### src/rtl/gate_truth_checker_timer.sv
// Settle down-counter for the gate truth-table checker: load, count down to zero, zero flag.
// Optional feature macro GATE_CHECK_FIRST_FAIL_EN does not affect this module.
module gate_check_timer #(
    parameter int unsigned W = 4
) (
    input  logic         clk,
    input  logic         rst_n,
    input  logic         i_load,
    input  logic [W-1:0] i_load_val,
    input  logic         i_count,
    output logic         o_zero
);

    logic [W-1:0] r_cnt;

    always_ff @(posedge clk or negedge rst_n) begin
        if (!rst_n) begin
            r_cnt <= '0;
        end else if (i_load) begin
            r_cnt <= i_load_val;
        end else if (i_count && (r_cnt != '0)) begin
            r_cnt <= r_cnt - 1'b1;
        end
    end

    assign o_zero = (r_cnt == '0);

endmodule

### config.mk
export PLATFORM = sky130hd
export DESIGN_NAME = gate_check_timer
export DESIGN_NICKNAME = d
export VERILOG_FILES = /design/src/rtl/gate_truth_checker_timer.sv
export SDC_FILE = /design/constraint.sdc
export NUM_CORES = 1
export LEC_CHECK = 0
export CAP_MARGIN = 20
export CORE_AREA = 4 4 41 43
export DETAILED_ROUTE_END_ITERATION = 10
export DIE_AREA = 0 0 45 47
export DONT_BUFFER_PORTS = 1
export GPL_TIMING_DRIVEN = 0
export HOLD_SLACK_MARGIN = 0.1
export REMOVE_ABC_BUFFERS = 1
export SLEW_MARGIN = 30
export SYNTH_ARGS = -nofsm -noshare
export SYNTH_HDL_FRONTEND = slang
export SYNTH_SLANG_ARGS = --single-unit
### constraint.sdc
create_clock -name clk -period 1.95 [get_ports clk]
set_input_delay 0.39 -clock clk [delete_from_list [all_inputs] [get_ports clk]]
set_output_delay 0.39 -clock clk [all_outputs]
set_load 0.005 [all_outputs]
==> summary.txt, run 1 <==
Outcome: completed
Max FFs per register: 4
CTS tree: done
Worst hold path type: in2reg
Number of synthesized register bits: 4
Post_cts resized: 0
Ys Warns: 0
CP arrival: 1.26 ns
Crit path kind: reg2out
Most frequent cells in the layout: dfrtp_1, inv_1, nand2_1, clkbuf_4
Setup TNS: 0 ns
Diode count: 0
Via Count: 209
Initial drt markers: 3
Critical Path Source Type: register
Largest net degree at the start of global routing: 11
CTS root buf: clkbuf_4
Fraction of layout cells with a size suffix above 1: 20.0%
Clock Sinks: 4
Worst r2r src: r_cnt[0]
GRT Util Overall: 6.51%
Syn Area/Cell: 10.0 um2
RSZ-0062 raised after global routing: false
IO Port Bufs: 0
Min-delay src: i_load
Buf/Inv on CP: 1
Total gr overflow: 0
First-pass GRT wire length: 931 um
Placer Congestion: 0.674
Mapped Cells: 27
Num CTS Buffers: 3
Power Density: 803 mW/mm2
Num rows: 13
Number of global-route vias before repair: 217
Register area share after synthesis: 37.0%
Core Box Area: 0.00130 mm2
Worst Clk Skew: 0.000898 ns
Actual slew at the worst max-slew pin: 0.346 ns
Final hold violation count: 0
Critical-path maximum fanout: 5
Skew-Pair Late Insertion Delay: 0.23 ns
Non-Filler Instances: 45
Max Buffers Root-to-Sink: 2
DP Cell Count: 41
Crit-path cells: inv_1 > ha_1 > nor3b_2
Largest area contributor in the netlist: dfrtp_1
Layout area overhead: 14.8%
Routed Antenna Nets: 0
Flop2flop setup slack: 0.47 ns
# nets final: 41
Die Wd: 45 um
Top Registers: r_cnt (4)
Biggest register: r_cnt
Initial DRT Pass Iterations: 2
Final Slew Violations: 0
DRC violations left: 0
MaxCap Viol Count: 0
Final setup vio count: 0
Die Y: 47 um
Final Routed Wirelength: 519 um
Distinct cells, synth: 18
DIE AREA: 0.00212 mm2
Final min period: 1.65 ns
Starting Density: 20.8%
Critical Path Max Stage Delay: 0.41 ns
Tcrit/Tclk final: 84.7%
Achievable Freq: 605 MHz
Post-synth top area share: 37.0%
Required @ worst endpoint: 1.56 ns
Max VDD drop: 0.264 mV
Largest cells by area after synthesis: dfrtp_1, nor4b_2, ha_1
Vias/cell: 4.64
LEAKAGE: 0.132 nW
Mapped Area: 270 um2
Crit. End Element: primary output
# IOs: 9
Slew headroom: 76.9%
Most common cell after layout, fill and taps aside: dfrtp_1
Critical-path top delay cell: dfrtp_1
Initial antenna violation count: 0
Htree depth: 1
Worst Setup SP: r_cnt[0]
Post-DR wirelength/cell: 11.5 um
Top delay family on crit path: flip-flops
Reg clk slew, reported paths: 0.04 ns
## synth_stat cells, drive strengths merged
cell	instances
ha	1
a21oi	1
nor4b	1
or2b	1
o31a	1
nor3	2
nor3b	2
and4b	1
inv	3
or4	1
o21ai	2
a221o	1
dfrtp	4
buf	1
o211ai	1
nand2	3
o21a	1
## per-stage QoR
step	util [%]	worst slack (ns)	cell area (um2)	total power, mW	hold WS (ns)
2_1_floorplan	-	0.570	259	0.138	0.0944
3_3_place_gp	21.3	0.489	278	0.146	0.0946
3_5_place_dp	21.3	0.472	278	0.147	0.0946
4_1_cts	23.8	0.282	310	0.258	0.256
5_1_grt	23.8	0.228	310	0.272	0.272
6_report	23.8	0.298	310	0.249	0.264
## logic make-up (layout without fill, tap and decap cells)
group	count (synthesis)	count (layout)	synth area share (%)
AND/OR/NAND/NOR	11	11	30.1
adder cells (fa/ha/maj)	1	1	4.63
buffers and inverters	4	7	8.33
flip-flops	4	4	37.0
AO/OA/AOI/OAI	7	7	19.9
## layout make-up
type                       count  area [um2]
fill                         147         991
multi-input combinational     19         148
sequential                     4         100
clock buffer                   3        22.5
tap                           15        18.8
inverter                       3        11.3
timing repair buffer           1        10.0
## layer usage
| metal | up-vias | GRT usage [%] | part of all wire, % |
|---|---|---|---|
| met5 | - | 0 | 0 |
| met4 | 0 | 7.02 | 3.3 |
| met3 | 2 | 2.68 | 12 |
| met2 | 10 | 9.60 | 50 |
| met1 | 92 | 6.68 | 34 |
| li1 | 105 | - | - |
## final timing paths
check                      endpoint  cells past startpoint
min                        r_cnt[2]                      1
max in group asynchronous  r_cnt[1]                      1
min reg2reg                r_cnt[1]                      2
max                          o_zero                      3
max reg2reg                r_cnt[1]                      5
min in group asynchronous  r_cnt[3]                      1
## power breakdown
group | total [mW] | internal, mW | switching, mW
combinational | 0.0434 | 0.0234 | 0.0200
clock | 0.101 | 0.0687 | 0.0322
sequential | 0.105 | 0.0938 | 0.0110
total | 0.249 | 0.186 | 0.0633
## what timing repair did
item | 4_1_cts | 5_1_grt
buffers inserted | 0 | 0
hold buffers | 1 | 0
hold endpoints to repair | 4 | 0
Note: power is estimated with default switching activity, not from simulation.
==> run 2: changes to the inputs <==
Clock period 1.95 ns to 1.5 ns, I/O delays scaled along.
==> run 2 against run 1 <==
- clock power grew 35%
- flip-flop and latch count stayed put
- final area increased by 8.5%
- critical path type unchanged
- largest cell class unchanged
- largest power group unchanged
==> summary.txt, run 2 (synthesis results as in run 1) <==
GRT Util Overall: 7.45% (+0.95 points)
Placed cell areas: 278 um2 (unchanged)
Worst hold path type: in2reg
CTS root buf: clkbuf_4
Most frequent cells in the layout: dfrtp_1, nand2_1, clkbuf_4
Biggest register: r_cnt
Fin worst setup slack: 0.0604 ns (-0.237 ns)
Worst Clk Skew: 0.00309 ns (+0.00219 ns)
Worst r2r src: r_cnt[1]
Max Buffers Root-to-Sink: 2 (unchanged)
CTS tree: done
Most common cell after layout, fill and taps aside: dfrtp_1
Starting Density: 20.8% (unchanged)
Outcome: completed
First-pass GRT wire length: 1050 um (+13%)
Achievable Freq: 695 MHz
Total gr overflow: 0 (unchanged)
Setup Slack @ Placement: 0.0219 ns (-0.450 ns)
Final Cell Area: 337 um2 (+8.5%)
Top Registers: r_cnt (4)
Initial antenna violation count: 0 (unchanged)
Setup TNS: 0 ns (unchanged)
Flop2flop setup slack: 0.14 ns (-0.33 ns)
Final Routed Wirelength: 606 um (+17%)
Diode count: 0 (unchanged)
Layout Utilization: 25.9% (+2.0 points)
Critical-path maximum fanout: 5 (unchanged)
Layout area overhead: 24.5%
DP Cell Count: 41 (unchanged)
Max VDD drop: 0.348 mV (+32%)
Final setup vio count: 0 (unchanged)
Fraction of layout cells with a size suffix above 1: 32.3% (+12 points)
Reg2reg end: r_cnt[1]
CP arrival: 1.14 ns (-0.12 ns)
Crit path kind: reg2out
Largest net degree at the start of global routing: 11 (unchanged)
DIE AREA: 0.00212 mm2 (unchanged)
Initial drt markers: 2 (-1)
Number of global-route vias before repair: 227 (+4.6%)
Die Wd: 45 um (unchanged)
Reg2Reg Depth: 5 (unchanged)
Htree depth: 1 (unchanged)
IO Port Bufs: 0 (unchanged)
Via Count: 216 (+3.3%)
# IOs: 9 (unchanged)
Final Slew Violations: 0 (unchanged)
Actual slew at the worst max-slew pin: 0.278 ns (-0.0673 ns)
Reg clk slew, reported paths: 0.04 ns (about the same)
Hold Crit Depth: 1 (unchanged)
# nets final: 42 (+2.4%)
Initial DRT Pass Iterations: 2 (unchanged)
Crit. End Element: primary output
Placer Congestion: 0.674 (unchanged)
Tot Pwr: 0.351 mW (+41%)
Routed Antenna Nets: 0 (unchanged)
LEAKAGE: 0.137 nW (+3.7%)
DRC violations left: 0 (unchanged)
Required @ worst endpoint: 1.20 ns (-0.36 ns)
Die Y: 47 um (unchanged)
Post-DR wirelength/cell: 13.2 um (+14%)
Num rows: 13 (unchanged)
Final min period: 1.44 ns
Skew-Pair Late Insertion Delay: 0.24 ns (about the same)
Non-Filler Instances: 46 (+2.2%)
Critical Path Source Type: register
Final hold violation count: 0 (unchanged)
Power Density: 1040 mW/mm2 (+30%)
RSZ-0062 raised after global routing: false
Slew headroom: 81.4% (+4.6 points)
Core Box Area: 0.00130 mm2 (unchanged)
Num CTS Buffers: 3 (unchanged)
Vias/cell: 4.70 (+1.1%)
Hold slack: 0.173 ns (-0.0910 ns)
MaxCap Viol Count: 0 (unchanged)
Tcrit/Tclk final: 96.0%
Worst hold endpoint: r_cnt[2]
Min-delay src: i_load
Clock Sinks: 4 (unchanged)
Max FFs per register: 4 (unchanged)
-- run 2: power breakdown --
| group | total [mW] | internal (mW) | switching (mW) | leakage (nW) |
|---|---|---|---|---|
| logic | 0.0762 | 0.0424 | 0.0338 | 0.0753 |
| clock network | 0.136 | 0.0897 | 0.0465 | 0.0138 |
| registers | 0.138 | 0.122 | 0.0166 | 0.0480 |
| total | 0.351 | 0.254 | 0.0969 | 0.137 |
-- run 2: layer usage --
metal	global-route usage (%)	wire (um)
met5	0	0
met4	7.02	17
met3	1.92	45
met2	11.6	306
met1	8.28	236
-- run 2: how the worst max path moves through the flow --
| stage | startpoint | end | slack, ns | cells after the start |
|---|---|---|---|---|
| global route | r_cnt[0] | o_zero | 0.005 | 3 |
| CTS | r_cnt[1] | o_zero | 0.01 | 3 |
| global placement | r_cnt[0] | r_cnt[1] | 0.04 | 5 |
| finish | r_cnt[0] | o_zero | 0.06 | 3 |
| detailed placement | r_cnt[0] | r_cnt[0] | 0.02 | 5 |
| floorplan | r_cnt[0] | r_cnt[1] | 0.12 | 5 |
-- run 2: layout make-up --
class	instances	area (um2)
clock buffers	3	22.5
fillers	148	965
inverters	3	11.3
multi-input cells	19	166
flip-flops and latches	4	100
well taps	15	18.8
repair buffers	2	17.5
-- run 2: critical path, cell delays in order, from the launching register on --
cell     delay [ns]
dfrtp_1        0.39
inv_2          0.08
ha_4           0.15
nor3b_4        0.29
-- run 2: repair_timing --
| item | in CTS | in global routing |
|---|---|---|
| gates resized for setup | 2 | 3 |
| buffers inserted | 1 | 0 |
| hold endpoints to repair | 4 | 0 |
| setup endpoints to repair | 1 | 1 |
| cloned | 0 | 0 |
| hold buffers | 1 | 0 |
